File: src/rtl/lc4_divider_seq_pkg.sv
// Shared definitions for the LC4 sequential divider: FSM states and default word width.
package lc4_divider_seq_pkg;

  localparam int unsigned LC4_WORD_W = 16;

  typedef enum logic [1:0] {
    DIV_IDLE = 2'd0,
    DIV_RUN  = 2'd1,
    DIV_DONE = 2'd2
  } div_state_e;

endpackage

File: src/rtl/lc4_div_step.sv
// One restoring-division step (combinational).
// Ports:
//   rem_i      partial remainder, low WIDTH-1 bits (top bit is always 0 before any step)
//   dvd_msb_i  next dividend bit shifted into the remainder
//   divisor_i  divisor
//   rem_o      partial remainder after this step
//   qbit_o     quotient bit produced by this step
module lc4_div_step #(
  parameter int unsigned WIDTH = 16
) (
  input  logic [WIDTH-2:0] rem_i,
  input  logic             dvd_msb_i,
  input  logic [WIDTH-1:0] divisor_i,
  output logic [WIDTH-1:0] rem_o,
  output logic             qbit_o
);

  logic [WIDTH-1:0] shifted;
  logic [WIDTH-1:0] diff;
  logic             borrow;

  assign shifted = {rem_i, dvd_msb_i};

  // WIDTH+1-bit trial subtract; the extra top bit is the borrow.
  assign {borrow, diff} = {1'b0, shifted} - {1'b0, divisor_i};

  assign qbit_o = ~borrow;
  assign rem_o  = borrow ? shifted : diff;

endmodule

File: src/rtl/lc4_divider_seq.sv
// Multi-cycle unsigned restoring divider for LC4 DIV/MOD.
// One quotient bit per gwe-enabled cycle; result held in DONE until consumed.
// Optional build macro: LC4_DIV_ZERO_FAST_EN -- divisor==0 skips RUN and goes straight to DONE.
// Ports:
//   clk, i_rst_n (async, active-low), gwe (0 freezes all state)
//   i_valid/o_ready  request handshake carrying i_dividend / i_divisor
//   o_valid/i_ready  result handshake carrying o_quotient / o_remainder
//   o_busy           high while iterating
module lc4_divider_seq
  import lc4_divider_seq_pkg::*;
#(
  parameter int unsigned WIDTH = LC4_WORD_W
) (
  input  logic             clk,
  input  logic             i_rst_n,
  input  logic             gwe,
  input  logic             i_valid,
  output logic             o_ready,
  input  logic [WIDTH-1:0] i_dividend,
  input  logic [WIDTH-1:0] i_divisor,
  output logic             o_valid,
  input  logic             i_ready,
  output logic [WIDTH-1:0] o_quotient,
  output logic [WIDTH-1:0] o_remainder,
  output logic             o_busy
);

  localparam int unsigned CNT_W = $clog2(WIDTH);

  div_state_e       state_q, state_d;
  logic [WIDTH-1:0] dvd_q, dvd_d;   // dividend shifts out the top, quotient shifts in the bottom
  logic [WIDTH-1:0] dsr_q, dsr_d;
  logic [WIDTH-1:0] rem_q, rem_d;
  logic [CNT_W-1:0] cnt_q, cnt_d;

  logic [WIDTH-1:0] step_rem;
  logic             step_qbit;

  lc4_div_step #(.WIDTH(WIDTH)) u_step (
    .rem_i     (rem_q[WIDTH-2:0]),
    .dvd_msb_i (dvd_q[WIDTH-1]),
    .divisor_i (dsr_q),
    .rem_o     (step_rem),
    .qbit_o    (step_qbit)
  );

  // State and datapath registers.
  always_ff @(posedge clk or negedge i_rst_n) begin
    if (!i_rst_n) begin
      state_q <= DIV_IDLE;
      dvd_q   <= '0;
      dsr_q   <= '0;
      rem_q   <= '0;
      cnt_q   <= '0;
    end else begin
      state_q <= state_d;
      dvd_q   <= dvd_d;
      dsr_q   <= dsr_d;
      rem_q   <= rem_d;
      cnt_q   <= cnt_d;
    end
  end

  // Next-state and datapath update; everything holds when gwe is low.
  always_comb begin
    state_d = state_q;
    dvd_d   = dvd_q;
    dsr_d   = dsr_q;
    rem_d   = rem_q;
    cnt_d   = cnt_q;
    if (gwe) begin
      unique case (state_q)
        DIV_IDLE: begin
          if (i_valid) begin
            dvd_d   = i_dividend;
            dsr_d   = i_divisor;
            rem_d   = '0;
            cnt_d   = '0;
            state_d = DIV_RUN;
`ifdef LC4_DIV_ZERO_FAST_EN
            if (i_divisor == '0) begin
              dvd_d   = '0;
              state_d = DIV_DONE;
            end
`endif
          end
        end
        DIV_RUN: begin
          dvd_d = {dvd_q[WIDTH-2:0], step_qbit};
          rem_d = step_rem;
          cnt_d = cnt_q + CNT_W'(1);
          if (cnt_q == CNT_W'(WIDTH - 1)) begin
            state_d = DIV_DONE;
            // LC4 defines x/0 and x%0 as 0.
            if (dsr_q == '0) begin
              dvd_d = '0;
              rem_d = '0;
            end
          end
        end
        DIV_DONE: begin
          if (i_ready) state_d = DIV_IDLE;
        end
        default: state_d = DIV_IDLE;
      endcase
    end
  end

  assign o_ready     = (state_q == DIV_IDLE);
  assign o_busy      = (state_q == DIV_RUN);
  assign o_valid     = (state_q == DIV_DONE);
  assign o_quotient  = dvd_q;
  assign o_remainder = rem_q;

endmodule

File: config.mk
export PLATFORM = sky130hd
export DESIGN_NAME = lc4_divider_seq
export DESIGN_NICKNAME = d
export VERILOG_FILES = /design/src/rtl/lc4_divider_seq_pkg.sv /design/src/rtl/lc4_div_step.sv /design/src/rtl/lc4_divider_seq.sv
export SDC_FILE = /design/constraint.sdc
export NUM_CORES = 1
export LEC_CHECK = 0
export CAP_MARGIN = 20
export CORE_MARGIN = 5
export CORE_UTILIZATION = 55
export DETAILED_ROUTE_END_ITERATION = 10
export MAX_ROUTING_LAYER = met4
export PLACE_DENSITY = 0.86
export RECOVER_POWER = 25
export SETUP_SLACK_MARGIN = 0.15
export SLEW_MARGIN = 10
export SYNTH_ARGS = -nofsm -noshare
export SYNTH_HDL_FRONTEND = slang
export SYNTH_SLANG_ARGS = --single-unit
File: constraint.sdc
create_clock -name clk -period 6.1 [get_ports clk]
set_input_delay 1.22 -clock clk [delete_from_list [all_inputs] [get_ports clk]]
set_output_delay 1.22 -clock clk [all_outputs]
set_load 0.03 [all_outputs]
==> reports/metrics.csv <==
metric,value,unit
Worst setup EP type,async pin,
Levels on crit path,2,
violations in the final reports,"max-capacitance violations, max-slew violations",
portion of total power attributed to sequential cells,25.7,%
DIE HEIGHT,87.9,um
data arrival time of the critical path,3.33,ns
count of warnings emitted by yosys,0,
final design area excluding fillers,4140,um^2
count of vias placed by the detailed router,2994,
row count,28,
combinational share of power,65.0,%
most frequently used flop master after synthesis,sky130_fd_sc_hd__dfrtp_1,
Final Hold Vio Count,0,
top-area cell type share of the netlist area,40.5,%
clock net sink count,54,
clock skew after layout,0.00556,ns
DRC violations left,0,
worst-case clock buffer depth,2,
slack of the critical path,2.59,ns
layout cell share with drive strength beyond 1,7.69,%
switching part of the total power,49.3,%
leftover overflow at the end of global routing,0,
critical path required time,5.92,ns
Final Max Tran Viols,55,
static leakage,1.80,nW
Hold Crit Endpoint,cnt_q[1],
end of the worst register-to-register path,o_remainder[3],
proportion of power drawn by the clock network,9.3,%
largest stage delay on the critical path,2.01,ns
Tot GR Track Use,24.1,%
cell types occupying the most area after synthesis,"sky130_fd_sc_hd__dfrtp_1, sky130_fd_sc_hd__ha_1, sky130_fd_sc_hd__nand2_1, sky130_fd_sc_hd__o21ai_0, sky130_fd_sc_hd__inv_1",
H-Tree Depth,2,
Std-Cell Core Area,5920,um^2
number of violations reported at the end of detailed-routing iteration 0,317,
area enclosed by the die boundary,7720,um^2
Post-layout nets,471,
initial standard-cell utilization of the core,56.3,%
routability cong.,0.880,
Synth Area per Inst,9.39,um^2
"area leader, netlist",sky130_fd_sc_hd__dfrtp_1,
drt first pass iters,6,
crit path time final,3.51,ns
Highest Clock Rate,285,MHz
number of antenna violations at the first check in global routing,0,
Final Total Pwr,2.61,mW
Post-Place Setup Slack,2.35,ns
Startpoint Class,input pin,
number of hold-repair buffers added at the cts stage,0,
TritonCTS Buffers,5,
Pwr per Cell Area,631,nW/um^2
clock slew seen by the registers of the worst setup and hold paths,0.10,ns
maximum fanout encountered on the critical timing path,54,
crit path kind,in -> async,
width of the die,87.9,um
sw power,1.29,mW
remaining antenna violation count,0,
synthesized area,3330,um^2
portion of the clock cycle consumed by the worst path in the final layout,57.6,%
worst reg-to-reg setup slack,3.13,ns
critical path cell sequence,buf_2 > clkbuf_1,
Antenna Diode Count,0,
Tightest Pin Transition,2.85,ns
MaxCap Viol Count,1,
result of the run,"finished, violations left",
slowest cell on the critical path,sky130_fd_sc_hd__clkbuf_1,
worst reg2reg path depth,9,
via density per instance,6.10,
"EDFF count, synth",0,
Boundary Pins,72,
IO buf count,71,
number of nets in the synthesized netlist,411,
Slew HR,-90.2,%
first-pass GRT wire length,14000,um
Worst VDD drop,0.000362,V
RSZ-0062 raised after global routing,no,
Hold Path Class,reg -> reg,
WL per Instance,18.1,um
CP top delay family,buffers and inverters,
DP Area,4030,um^2
setup repair bufs after CTS,0,
pin count of the biggest net entering global routing,55,
sequential share of the synthesized area,40.5,%
launch point of the worst hold path,cnt_q[1],
post-synthesis to final-layout area growth,24.2,%
final sum of negative setup slack,0,ns
number of flip-flops and latches in the synthesized netlist,54,
via count of the first global-routing pass,2824,
clock root buffer,sky130_fd_sc_hd__clkbuf_8,
sum of routed wire length over all layers,8870,um
HPWL after DPL,6420,um
clock tree from TritonCTS,yes,
setup violators final,0,
critical path buffer and inverter count,2,
launch point of the worst reg-to-reg path,o_quotient[15],
# resized after CTS,0,
worst hold stages,1,
Pint,1.32,mW
clock network latency to the later pin of the worst-skew pair,0.32,ns
proportion of synthesized flip-flops having asynchronous set or reset,100,%
hold_ws,0.532,ns
gate count after technology mapping,355,
count of cell types in the netlist,58,
-- power groups by stage --
stage                     clock network, mW  registers [mW]  logic [mW]
after floorplan                           0           0.799        1.09
after global routing                  0.258           0.694        1.85
after global placement                    0           0.670        1.64
final                                 0.243           0.672        1.70
after detailed placement                  0           0.672        1.68
after CTS                             0.247           0.668        1.69
-- final cells by class --
cell class | count | area, um^2
Multi-Input combinational cell | 248 | 1740
Fill cell | 458 | 1780
Clock buffer | 6 | 72.6
Clock inverter | 2 | 37.5
Tap cell | 75 | 93.8
Sequential cell | 54 | 1350
Timing Repair Buffer | 74 | 724
Inverter | 32 | 120
-- metal layers --
metal | track usage, % | wire length [um] | vias to the layer above
li1 | - | - | 1418
met1 | 32.4 | 3840 | 1461
met2 | 39.0 | 4470 | 110
met3 | 3.20 | 503 | 5
met4 | 5.58 | 61 | 0
met5 | - | 0 | -
-- worst max path at each step --
stage | slack [ns] | from | endpoint
2_1_floorplan | 3.71 | gwe | o_remainder[4]
3_3_place_gp | 2.48 | gwe | o_remainder[12]
3_5_place_dp | 2.35 | gwe | o_remainder[8]
4_1_cts | 2.68 | gwe | o_remainder[8]
5_1_grt | 1.97 | i_rst_n | dsr_q[11]
6_report | 2.59 | i_rst_n | o_quotient[0]
-- layout by cell type, fill, tap and decap left out, types with 3 or more instances in the layout --
cell,n
sky130_fd_sc_hd__nor2_1,10
sky130_fd_sc_hd__nand2b_1,4
sky130_fd_sc_hd__nor2b_1,3
sky130_fd_sc_hd__xor2_1,8
sky130_fd_sc_hd__o311ai_1,4
sky130_fd_sc_hd__clkbuf_8,5
sky130_fd_sc_hd__nand2_1,45
sky130_fd_sc_hd__o211ai_1,3
sky130_fd_sc_hd__nor4_1,5
sky130_fd_sc_hd__a32o_1,5
sky130_fd_sc_hd__a21o_1,8
sky130_fd_sc_hd__nand3_1,7
sky130_fd_sc_hd__o21ai_2,3
sky130_fd_sc_hd__a31o_2,3
sky130_fd_sc_hd__a221o_1,5
sky130_fd_sc_hd__nand4_1,4
sky130_fd_sc_hd__nor3b_1,4
sky130_fd_sc_hd__a21oi_2,5
sky130_fd_sc_hd__o31ai_1,6
sky130_fd_sc_hd__a41oi_1,3
sky130_fd_sc_hd__and2_1,3
sky130_fd_sc_hd__inv_1,31
sky130_fd_sc_hd__dfrtp_1,54
sky130_fd_sc_hd__o21ai_0,30
sky130_fd_sc_hd__a222oi_1,11
sky130_fd_sc_hd__ha_1,18
sky130_fd_sc_hd__clkdlybuf4s50_1,70
sky130_fd_sc_hd__nor3_1,5
sky130_fd_sc_hd__a21oi_1,13
sky130_fd_sc_hd__xnor2_1,5
-- cells in the mapped netlist, types with 3 or more instances --
master / n
sky130_fd_sc_hd__nand2b_1: 4
sky130_fd_sc_hd__a221o_1: 5
sky130_fd_sc_hd__nor2b_1: 3
sky130_fd_sc_hd__o31ai_1: 6
sky130_fd_sc_hd__o311ai_1: 4
sky130_fd_sc_hd__a41oi_1: 3
sky130_fd_sc_hd__nand3_1: 7
sky130_fd_sc_hd__inv_1: 31
sky130_fd_sc_hd__and2_1: 3
sky130_fd_sc_hd__a31o_2: 3
sky130_fd_sc_hd__buf_6: 4
sky130_fd_sc_hd__nor4_1: 5
sky130_fd_sc_hd__xnor2_1: 5
sky130_fd_sc_hd__a222oi_1: 11
sky130_fd_sc_hd__o21ai_0: 30
sky130_fd_sc_hd__o21ai_1: 3
sky130_fd_sc_hd__a21oi_1: 13
sky130_fd_sc_hd__dfrtp_1: 54
sky130_fd_sc_hd__a32o_1: 5
sky130_fd_sc_hd__nor3_1: 5
sky130_fd_sc_hd__nand4_1: 4
sky130_fd_sc_hd__nand2_1: 45
sky130_fd_sc_hd__a21o_1: 8
sky130_fd_sc_hd__nor3b_1: 4
sky130_fd_sc_hd__ha_1: 18
sky130_fd_sc_hd__buf_2: 4
sky130_fd_sc_hd__buf_4: 3
sky130_fd_sc_hd__xor2_1: 8
sky130_fd_sc_hd__clkbuf_1: 10
sky130_fd_sc_hd__a21oi_2: 5
sky130_fd_sc_hd__o211ai_1: 3
sky130_fd_sc_hd__nor2_1: 10
-- state kept, by name (all words and copies together), names as in the netlist --
name and cells:
dsr_q 16, state_q 2, o_quotient 16, o_remainder 16, cnt_q 4
-- cell families after synthesis --
kind of cell	synth area share, %
XOR/XNOR	3.42
AO/OA/AOI/OAI	26.5
flip-flops	40.5
AND/OR/NAND/NOR	14.2
multiplexers	0.638
buffers and inverters	7.36
adder cells (fa/ha/maj)	7.36
-- stage by stage --
stage | instances | utilization (%)
2_1_floorplan | 355 | -
3_3_place_gp | 483 | 68.1
3_5_place_dp | 483 | 68.1
4_1_cts | 491 | 70.0
5_1_grt | 491 | 69.9
6_report | 491 | 69.9
Note: power is estimated with default switching activity, not from simulation.
